$ cat config.mk
export PLATFORM = sky130hd
export DESIGN_NAME = r_r16_gather_reader
export DESIGN_NICKNAME = d
export VERILOG_FILES = /design/src/rtl/r_r16_gather_reader.sv
export SDC_FILE = /design/constraint.sdc
export NUM_CORES = 1
export LEC_CHECK = 0
export ABC_AREA = 0
export CAP_MARGIN = 10
export CORE_UTILIZATION = 48
export CTS_CLUSTER_SIZE = 30
export DETAILED_ROUTE_END_ITERATION = 12
export PLACE_DENSITY = 0.89
export SKIP_CTS_REPAIR_TIMING = 1
export SYNTH_ARGS = -nofsm -noshare
export SYNTH_HDL_FRONTEND = slang
export SYNTH_SLANG_ARGS = --single-unit
$ cat constraint.sdc
create_clock -name clk -period 3.36 [get_ports clk]
set_clock_uncertainty 0.15 [all_clocks]
set_input_delay 0.336 -clock clk [delete_from_list [all_inputs] [get_ports clk]]
set_output_delay 0.336 -clock clk [all_outputs]
set_load 0.01 [all_outputs]
$ cat src/rtl/r_r16_gather_reader.sv
// Gathers one radix-16 butterfly input vector by reading the same word address
// from all 16 banks through a shared bank-selected SRAM port.
`ifndef MA_width
`define MA_width 10
`endif
`ifndef D_width
`define D_width 16
`endif

module r_r16_gather_reader #(
  parameter int MA_W   = `MA_width,
  parameter int D_W    = `D_width,
  parameter int RD_LAT = 1
) (
  input  logic              clk,
  input  logic              rst_n,
  input  logic              start,
  input  logic [MA_W-1:0]   addr_in,
  input  logic [3:0]        rot_in,
  output logic              CEN_out,
  output logic              WEN_out,
  output logic [MA_W-1:0]   A_out,
  output logic [3:0]        sel_out,
  input  logic [D_W-1:0]    Q_in,
  output logic              busy,
  output logic              done,
  output logic [16*D_W-1:0] data_out
);

  typedef enum logic [1:0] {IDLE, ISSUE, DRAIN, DONE} state_t;

  state_t            state, state_nxt;
  logic [3:0]        idx, idx_nxt;
  logic [3:0]        sel_nxt;
  logic [MA_W-1:0]   addr_nxt;
  logic              cen_nxt, busy_nxt, done_nxt;

  // Tags travelling alongside each outstanding read so returning data lands
  // in the right element without the SRAM having to identify it.
  logic              pipe_vld [RD_LAT];
  logic [3:0]        pipe_idx [RD_LAT];
  logic              cap_vld;
  logic [3:0]        cap_idx;

  assign cap_vld = pipe_vld[RD_LAT-1];
  assign cap_idx = pipe_idx[RD_LAT-1];
  assign WEN_out = 1'b1;

  always_ff @(posedge clk or negedge rst_n) begin
    if (!rst_n) begin
      state   <= IDLE;
      idx     <= '0;
      sel_out <= '0;
      A_out   <= '0;
      CEN_out <= 1'b1;
      busy    <= 1'b0;
      done    <= 1'b0;
    end else begin
      state   <= state_nxt;
      idx     <= idx_nxt;
      sel_out <= sel_nxt;
      A_out   <= addr_nxt;
      CEN_out <= cen_nxt;
      busy    <= busy_nxt;
      done    <= done_nxt;
    end
  end

  always_comb begin
    state_nxt = state;
    case (state)
      IDLE:    if (start) state_nxt = ISSUE;
      ISSUE:   if (idx == 4'd15) state_nxt = DRAIN;
      DRAIN:   if (cap_vld && cap_idx == 4'd15) state_nxt = DONE;
      DONE:    state_nxt = IDLE;
      default: state_nxt = IDLE;
    endcase
  end

  // Outputs are computed from the next state so every port comes straight
  // from a flop; sel_out itself serves as the latched rotation counter.
  always_comb begin
    idx_nxt  = idx;
    sel_nxt  = sel_out;
    addr_nxt = A_out;
    if (state == IDLE && start) begin
      idx_nxt  = '0;
      sel_nxt  = rot_in;
      addr_nxt = addr_in;
    end else if (state == ISSUE) begin
      idx_nxt = idx + 4'd1;
      sel_nxt = sel_out + 4'd1;
    end
    cen_nxt  = (state_nxt != ISSUE);
    busy_nxt = (state_nxt != IDLE);
    done_nxt = (state_nxt == DONE);
  end

  always_ff @(posedge clk or negedge rst_n) begin
    if (!rst_n) begin
      for (int k = 0; k < RD_LAT; k++) begin
        pipe_vld[k] <= 1'b0;
        pipe_idx[k] <= '0;
      end
    end else begin
      pipe_vld[0] <= (state == ISSUE);
      pipe_idx[0] <= idx;
      for (int k = 1; k < RD_LAT; k++) begin
        pipe_vld[k] <= pipe_vld[k-1];
        pipe_idx[k] <= pipe_idx[k-1];
      end
    end
  end

  always_ff @(posedge clk or negedge rst_n) begin
    if (!rst_n) begin
      data_out <= '0;
    end else if (cap_vld) begin
      data_out[cap_idx*D_W +: D_W] <= Q_in;
    end
  end

endmodule
# Yosys cells after proc, flatten, opt, wreduce, memory -nomap -nowiden
# Index checks and enable logic that the tools add are counted.
dict set report classes {
  addsub 3
  eq_ne 7
  shifts 2
  n_mux 9
  reduce_logical 5
}
# cell count
set op_table {}
lappend op_table {{$bwmux 256} 1}
lappend op_table {{$shift 16x34->256 const A} 1}
lappend op_table {{$shiftx 16x34->256} 1}
lappend op_table {{$neg 8->34} 1}
lappend op_table {{$mux 4} 4}
lappend op_table {{$add 4x1->4 const B} 2}
lappend op_table {{$eq 4x4->1 const B} 2}
lappend op_table {{$pmux 2 s4} 1}
lappend op_table {{$eq 2x2->1 const B} 3}
lappend op_table {{$mux 2} 3}
lappend op_table {{$reduce_bool 2->1} 2}
lappend op_table {{$eq 2x1->1 const B} 1}
lappend op_table {{$logic_and 1x1->1} 2}
lappend op_table {{$logic_not 2->1} 1}
lappend op_table {{$ne 2x1->1 const B} 1}
dict set report word_totals {
  regBits 284
  word_cells 36
}

# Longest topological paths before layout
# Gate-level depths: netlist of run 1.
dict set report depth {
  word_depth 5
  ltp_mapped 10
  mapped_depth_nobuf 6
}

# Worst setup path after synthesis of run 1
# OpenSTA, ideal clock, no wires.
dict set report synth_path {
  path_type {register to register}
  startpoint {register pipe_idx (netlist bit cap_idx[2])}
  endpoint {register data_out[166]}
  arrival_ns 2.318
  required_ns 3.085
  path_slack_ns 0.767
  stages_incl_launch_ff 10
  n_path_buf 4
  period_less_slack_ns 2.593
  cell_sequence {dfrtp_1 clkbuf_8 nor3_1 ha_1 clkbuf_2 nand2b_1 or3_1 buf_4 buf_6 mux2_4}
}
dict set report synth_between {
  elab_chain_cells 3
}
# element line
set synth_lines {}
lappend synth_lines {{start, declared} 41} ;# logic [3:0] pipe_idx [RD_LAT];
lappend synth_lines {{start signal, assigned by index} 110} ;# pipe_idx[k] <= pipe_idx[k-1];
lappend synth_lines {{$neg 8->34 (*)} 119} ;# data_out[cap_idx*D_W +: D_W] <= Q_in;
lappend synth_lines {{$shiftx 16x34->256 or $shift 16x34->256 (tied branches)} 119}
lappend synth_lines {{$bwmux 256 (*)} 119}
lappend synth_lines {{end signal, assigned by index} 119}
lappend synth_lines {{end, declared} 27} ;# output logic [16*D_W-1:0] data_out
# Every way passes the cells marked *; elsewhere a longest branch is shown, timed or not.
# A chain may end at the register's enable or synchronous reset.

# Worst setup path in the final report of run 1
dict set report layout_path {
  startpoint {register pipe_idx (netlist bit cap_idx[0])}
  endpoint {register data_out[162]}
}
# The elaborated chain is that of the path after synthesis.

==> metrics.yaml, run 1 <==
routed-wl-met3_mm: 2.24
routed_wl_mm: 33.0
start_kind: "flop"
ys.flop_type: "dfrtp_1"
wl_met1_mm: 12.9
io_pins: 307
syn_nets: 981
nFillCells: 1624
crit_required_ns: 3.63
intPower_mw: 10.8
r2r-start: "cap_idx[0]"
holdCritStartpoint: "addr_in[6]"
period_minus_slack_ns: 3.04
rrSetupSlack_ns: 0.32
synth-edff-count: 0
clock_path_buffers: 3
cts_sinks: 284
floorplan.initialDensity_pct: 49.4
final_util_pct: 67.9
switching_share_pct: 36.0
clkLatencyLatePin_ns: 0.53
finalHoldViolations: 0
synthTopCellsByArea: "dfrtp_1, nand2_1, o21ai_0"
antenna_found_initial: 0
synthCells: 943
gp_congestion: 0.867
antenna_left: 0
synth_top_area_share_pct: 62.8
clk_pin_slew_ns: 0.06
areaGrowthSynthToFinish_pct: 37.5
fp-row-count: 55
cts_buffers: 28
dr_wl_met2_mm: 16.5
drt_iter0_drc: 603
h-tree-depth: 1
yosys.area.top_type: "dfrtp_1"
final_common_cell: "clkdlybuf4s50_1"
p_comb_share_pct: 45.5
hpwl_mm: 22.2
design.die.area_mm2: 0.0241
fmax_mhz: 329
synth_cell_types: 54
pwr-share-seq_pct: 34.9
run_status: "finished clean"
synth.avg_cell_area_um2: 12.0
setup_viol: 0
cp-startpoint: "cap_idx[0]"
fin_tns_setup_ns: 0
ir_drop_v: 0.000678
crit_buf_inv: 1
slowest_stage: "or3_1"
endpoint: "data_out[162]"
synthesis.area_mm2: 0.0113
grt_pass1_wl_mm: 51.1
critical_path_class: "reg -> reg"
finalCritPeriodShare_pct: 90.6
slew_viol_final: 0
grt_usage_pct: 27.8
slowest_delay_ns: 0.81
cts_tree: "yes"
first_pass_iters: 5
core_area_mm2: 0.0228
vias: 8582
rsz0062_at_grt: "false"
n_antenna_cell: 0
drive_gt1_share_pct: 13.0
top_layer: "met4"
critical_path.top_delay_family: "simple AND/OR/NAND/NOR gates"
synthArstFlopShare_pct: 100
final_nets: 1270
path_depth: 6
max_slew_margin_pct: 36.1
yosys_warnings: 0
grt_pass1_vias: 8725
leakagePower_nw: 6.70
die_w_um: 155
switchingPower_mw: 6.06
hold_class: "in -> reg"
io_buffers: 305
holdWs_ns: 0.260
p_per_area_mw_per_mm2: 1080
ys_ff_latch: 284
via_per_inst: 5.49
drcViolationCount: 0
crit_chain: "inv_1, ha_1, nor2b_2, o311ai_2, or3_1, mux2_2"
layout_common_cells: "clkdlybuf4s50_1, dfrtp_1, nand2_1, o21ai_0, mux2_2"
critical_path_arrival_ns: 3.31
pwr-share-clk_pct: 19.6
timing.rr.end: "data_out[162]"
r2r_cells: 6
cp-end-kind: "flop"
grt_max_degree: 105
worst_pin_slew_ns: 0.959
grt_overflow: 0
drv_cap: 0
synth-seq-area-share_pct: 63.0
path_max_fanout: 16
clock-root-buffer: "clkbuf_16"
routedWlPerCell_um: 21.1
fp.dieH_um: 155
==> power groups by stage <==
stage          clock (mW)  combinational (mW)  sequential, mW
3_5_place_dp            0                7.62            5.89
5_1_grt              3.47                8.23            6.03
4_1_cts              3.34                7.70            5.86
6_report             3.30                7.66            5.87
2_1_floorplan           0                3.09            6.37
3_3_place_gp            0                7.38            5.81
==> layer usage <==
layer / up-vias / GRT usage, %
li1: 3834 / -
met1: 4239 / 35.3
met2: 419 / 47.1
met3: 90 / 5.40
met4: 0 / 11.1
met5: - / 0
==> through the flow <==
stage                     area [µm²]  power [mW]  std cells  setup WS, ns
after floorplan                11300        9.45        943         0.767
after global placement         14500        13.2       1514         0.461
after detailed placement       14500        13.5       1514         0.303
after CTS                      15500        16.9       1562         0.305
after global routing           15500        17.7       1563         0.118
final                          15500        16.8       1563         0.318
==> synth_stat cells (2+ instances only) <==
| cell type | number |
|---|---|
| buf_4 | 4 |
| buf_1 | 6 |
| nand2_1 | 199 |
| nand3b_1 | 2 |
| mux2_1 | 25 |
| and3b_1 | 2 |
| nand2b_1 | 2 |
| buf_6 | 13 |
| inv_1 | 6 |
| or3_1 | 2 |
| o22ai_1 | 5 |
| nor2b_1 | 2 |
| and2_1 | 2 |
| o211ai_1 | 4 |
| o21ai_0 | 141 |
| ha_1 | 5 |
| o21ai_1 | 31 |
| mux2i_1 | 2 |
| nand4_1 | 3 |
| nor2_1 | 3 |
| mux2_2 | 51 |
| nor3_1 | 2 |
| mux2_4 | 28 |
| buf_2 | 8 |
| clkbuf_1 | 39 |
| dfrtp_1 | 283 |
| o31ai_1 | 32 |
| nand3_1 | 8 |
| a21oi_1 | 5 |
| or2_1 | 2 |
| nor3_4 | 2 |
| o22a_1 | 2 |
==> worst reg2reg max path, cell delays in order, from the launching register on <==
cell      delay [ns]
dfrtp_1         0.47
inv_1           0.19
ha_1            0.40
nor2b_2         0.12
o311ai_2        0.36
or3_1           0.81
mux2_2          0.44
==> state kept, by name (all words and copies together), names as in the netlist <==
signal and count:
data_out 256, A_out 10, cap_idx 4, idx 4
sel_out 4, state 2, CEN_out 1, busy 1
cap_vld 1, done 1
==> logic make-up (layout without fill, tap and decap cells) <==
logic type,Yosys count,count (layout),share of synthesized area [%]
flops,284,284,63.0
simple gates,238,238,9.12
compound gates,227,227,11.4
mux,106,106,11.5
buf+inv,80,387,4.05
fa+ha+maj,5,5,0.554
xor+xnor,2,2,0.322
other cells,1,1,0.0332
==> how the worst min path moves through the flow <==
stage	endpoint	slack (ns)	depth (start not counted)
after floorplan	A_out[0]	-0.11	0
after global placement	cap_idx[1]	0.27	0
after detailed placement	data_out[197]	0.29	1
after CTS	data_out[196]	-0.27	1
after global routing	A_out[6]	0.24	2
final	A_out[6]	0.26	2
==> cell type report <==
| cell class | instances | area (µm²) | area share, % |
|---|---|---|---|
| well taps | 313 | 392 | 2.52 |
| multi-input cells | 579 | 3720 | 24.0 |
| inverters | 6 | 22.5 | 0.145 |
| clock inverters | 9 | 153 | 0.984 |
| clock buffers | 39 | 823 | 5.31 |
| flip-flops and latches | 284 | 7110 | 45.8 |
| repair buffers | 333 | 3300 | 21.2 |
(Power assumes the default switching activity.)
==> inputs of run 2 (changes only) <==
- CORE_ASPECT_RATIO: default -> 1.25
- CTS_CLUSTER_DIAMETER: default -> 40
- SETUP_SLACK_MARGIN: default -> 0.5
==> run 2 against run 1 <==
Against the previous run:
- hold slack worse by 0.00093 ns
- non-clock buffer count rose by 1
- highest routed layer unchanged
- critical path depth shrank 1
- core utilization down 0.60 points
- worst setup slack gained 0.15 ns
- cell area barely moved
- via count down 0.42%
- first-iteration DRC count is 33% higher
- critical path type unchanged
- the run now ends with DRC left
- largest power group unchanged
==> metrics.yaml, run 2 (synthesis gave the netlist of run 1 again) <==
grt_pass1_wl_mm: 51.2
clkLatencyLatePin_ns: 0.54
drv_cap: 0
r2r-start: "cap_idx[0]"
pwr-share-seq_pct: 34.9
switchingPower_mw: 6.34
grt_usage_pct: 27.8
via_per_inst: 5.53
drive_gt1_share_pct: 14.0
period_minus_slack_ns: 2.89
drcViolationCount: 17
fin_ws_ns: 0.472
io_buffers: 305
first_pass_iters: 12
cp-end-kind: "flop"
rsz0062_at_grt: "true"
layout_common_cells: "clkdlybuf4s50_1, dfrtp_1, nand2_1, o21ai_0, mux2_2"
final_nets: 1272
areaGrowthSynthToFinish_pct: 37.4
drt_iter0_drc: 804
path_max_fanout: 16
switching_share_pct: 37.7
setup_viol: 0
cts_sinks: 284
top_regs: "data_out x256, A_out x10"
start_kind: "flop"
h-tree-depth: 1
worst_pin_slew_ns: 0.891
cts_buffers: 29
routed_wl_mm: 33.4
clk_pin_slew_ns: 0.07
finalHoldViolations: 0
hpwl_mm: 22.8
fmax_mhz: 346
pre_cts_slack_ns: 0.295
intPower_mw: 10.5
ir_drop_v: 0.000631
pwr-share-clk_pct: 19.2
crit_required_ns: 3.64
largest-register: "data_out"
grt_pass1_vias: 8897
r2r_cells: 5
critical_path_arrival_ns: 3.16
violations: "DRC"
max_slew_margin_pct: 40.6
io_pins: 307
final_common_cell: "clkdlybuf4s50_1"
fp-row-count: 62
n_antenna_cell: 0
grt_overflow: 0
run_status: "complete, but fails checks"
clock-root-buffer: "clkbuf_16"
rrSetupSlack_ns: 0.47
hold_end: "A_out[3]"
die_w_um: 139
hold_class: "in -> reg"
leakagePower_nw: 6.70
p_comb_share_pct: 45.9
design.die.area_mm2: 0.0241
vias: 8546
core_area_mm2: 0.0230
slew_viol_final: 0
p_per_area_mw_per_mm2: 1090
timing.rr.end: "data_out[173]"
finalCritPeriodShare_pct: 85.9
min_path_cells: 2
fp.dieH_um: 173
antenna_found_initial: 2
grt_max_degree: 116
fin_tns_setup_ns: 0
gp_congestion: 0.834
holdCritStartpoint: "addr_in[3]"
cts_tree: "yes"
critical_path_class: "reg -> reg"
floorplan.initialDensity_pct: 49.0
largest_reg_flops: 256
clock_path_buffers: 3
routedWlPerCell_um: 21.7
antenna_left: 0
## run 2: per-stage QoR
| step | util, % | instances | power (mW) | hold WS (ns) | area, µm² |
|---|---|---|---|---|---|
| 2_1_floorplan | - | 943 | 9.45 | -0.110 | 11300 |
| 3_3_place_gp | 62.8 | 1486 | 13.1 | 0.310 | 14500 |
| 3_5_place_dp | 62.8 | 1486 | 13.5 | 0.317 | 14500 |
| 4_1_cts | 67.0 | 1539 | 16.8 | -0.234 | 15400 |
| 5_1_grt | 67.3 | 1544 | 17.7 | 0.261 | 15500 |
| 6_report | 67.3 | 1544 | 16.8 | 0.259 | 15500 |
## run 2: power by group through the flow
| stage | Combinational (mW) | Sequential (mW) | Clock (mW) |
|---|---|---|---|
| after global routing | 8.25 | 6.02 | 3.40 |
| after detailed placement | 7.62 | 5.89 | 0 |
| after floorplan | 3.09 | 6.37 | 0 |
| after CTS | 7.69 | 5.86 | 3.27 |
| after global placement | 7.34 | 5.81 | 0 |
| final | 7.72 | 5.88 | 3.23 |
## run 2: critical path: stages (launching register included)
cell	delay (ns)
dfrtp_1	0.48
nor3_1	0.29
ha_1	0.41
nand2b_1	0.25
or3_2	0.78
mux2_4	0.39
## run 2: layer usage
metal,global-route usage (%),part of all wire (%)
met2,48.1,50
met5,0,0
met3,5.08,6.7
met4,17.7,6.5
met1,31.7,36
## run 2: cell type report
cell class	count	area [µm²]
clock buffers	31	743
clock inverters	22	231
fillers	1601	7530
inverters	6	22.5
multi-input cells	579	3720
flip-flops and latches	284	7110
well taps	288	360
repair buffers	334	3320
## run 2: worst max-delay path by stage
| stage | startpoint | endpoint | depth (start not counted) |
|---|---|---|---|
| 2_1_floorplan | cap_idx[2] | data_out[166] | 9 |
| 3_3_place_gp | cap_idx[0] | data_out[164] | 6 |
| 3_5_place_dp | cap_idx[0] | data_out[161] | 6 |
| 4_1_cts | cap_idx[0] | data_out[161] | 6 |
| 5_1_grt | cap_idx[0] | data_out[173] | 5 |
| 6_report | cap_idx[0] | data_out[173] | 5 |
==> inputs of run 3 (changes only) <==
- clock period: 3.36 -> 2.8 ns (I/O delays scaled with it)
==> run 3 against run 2 <==
Against the previous run:
- the run still ends with DRC left
- hold slack got worse by 0.051 ns
- non-clock buffer count up 24
- wire length rose by 2.0%
- register-to-register slack better by 0.03 ns
- global-route usage up 0.52 points
- largest power group unchanged
- highest routed layer unchanged
==> metrics.yaml, run 3 (synthesis gave the netlist of run 1 again) <==
run_status: "complete, but fails checks"
violations: "DRC"
leakagePower_nw: 6.90
multi_input_area_mm2: 0.00381
cp-end-kind: "flop"
n_antenna_cell: 0
critical_path_arrival_ns: 2.57
clk_pin_slew_ns: 0.07
via_per_inst: 5.59
path_max_fanout: 10
grt_max_degree: 100
min_path_cells: 2
core_area_mm2: 0.0230
antenna_left: 0
h-tree-depth: 1
worst_pin_slew_ns: 0.915
antenna_found_initial: 0
hold_class: "in -> reg"
finalCritPeriodShare_pct: 82.1
cts_buffers: 30
grt_pass1_vias: 9047
max_slew_margin_pct: 38.8
fp-row-count: 62
io_buffers: 305
period_minus_slack_ns: 2.30
slowest_stage: "dfrtp_2"
clock_path_buffers: 3
grt_overflow: 0
p_per_area_mw_per_mm2: 1310
finalPower_mw: 20.9
areaGrowthSynthToFinish_pct: 41.0
fmax_mhz: 435
setup_viol: 0
drive_gt1_share_pct: 16.7
final-seq-area_mm2: 0.00711
crit_buf_inv: 1
fin_ws_ns: 0.502
r2r_cells: 6
floorplan.initialDensity_pct: 49.0
crit_required_ns: 3.08
hpwl_mm: 23.5
drcViolationCount: 16
clock-root-buffer: "clkbuf_16"
start_kind: "flop"
gp_congestion: 0.881
slew_viol_final: 0
crit_chain: "nor3_4, ha_4, nor4bb_1, nand3_1, buf_4, mux2_2"
nFillCells: 1567
clkLatencyLatePin_ns: 0.54
largest-register: "data_out"
fin_tns_setup_ns: 0
slowest_delay_ns: 0.45
cts_sinks: 284
die_w_um: 139
routed_wl_mm: 34.1
design.die.area_mm2: 0.0241
drv_cap: 0
fp.dieH_um: 173
critical_path_class: "reg -> reg"
grt_pass1_wl_mm: 52.2
pre_cts_slack_ns: 0.111
finalHoldViolations: 0
largest_reg_flops: 256
io_pins: 307
routedWlPerCell_um: 21.7
grt_usage_pct: 28.3
stdcell_area_mm2: 0.0159
top_regs: "data_out x256, A_out x10"
holdWs_ns: 0.208
final_nets: 1297
layout_common_cells: "clkdlybuf4s50_1, dfrtp_1, nand2_1, o21ai_0, mux2_2"
ir_drop_v: 0.000991
critical_path.top_delay_family: "simple AND/OR/NAND/NOR gates"
path_depth: 6
rsz0062_at_grt: "true"
final_common_cell: "clkdlybuf4s50_1"
place_area_mm2: 0.0146
first_pass_iters: 10
vias: 8785
drt_iter0_drc: 605
cts_tree: "yes"
run 3: cell count changes in the layout (fill, tap and decap cells not counted), moves of 3 or more:
cell / delta
clkinv_4: -3
buf_4: +16
buf_6: +7
clkinv_8: +5
run 3: cell type report:
class	instances	area share (%)
well taps	288	2.27
inverters	6	0.157
clock inverters	24	1.79
multi-input cells	579	23.9
repair buffers	358	22.2
flip-flops and latches	284	44.7
clock buffers	32	4.90
run 3: path summary, 6_finish.rpt:
check | start | endpoint | slack, ns
max | cap_idx[1] | data_out[12] | 0.50
min in group asynchronous | rst_n | data_out[100] | 0.23
min reg2reg | idx[1] | cap_idx[1] | 0.32
max reg2reg | cap_idx[1] | data_out[12] | 0.50
min | addr_in[3] | A_out[3] | 0.21
max in group asynchronous | rst_n | A_out[4] | 1.46
run 3: routing by layer:
metal	share of wire, %	track usage (%)
met5	0	0
met4	6.5	18.1
met3	6.0	5.61
met2	51	48.8
met1	36	32.3
run 3: stage by stage:
| stage | util [%] | instances |
|---|---|---|
| 6_report | 69.0 | 1571 |
| 5_1_grt | 69.0 | 1571 |
| 3_3_place_gp | 63.6 | 1501 |
| 4_1_cts | 68.2 | 1557 |
| 3_5_place_dp | 63.6 | 1501 |
| 2_1_floorplan | - | 943 |
run 3: power by group:
part | total, mW | switching, mW | internal, mW
Sequential | 7.06 | 1.18 | 5.88
Combinational | 9.70 | 4.75 | 4.95
Clock | 4.12 | 1.94 | 2.18
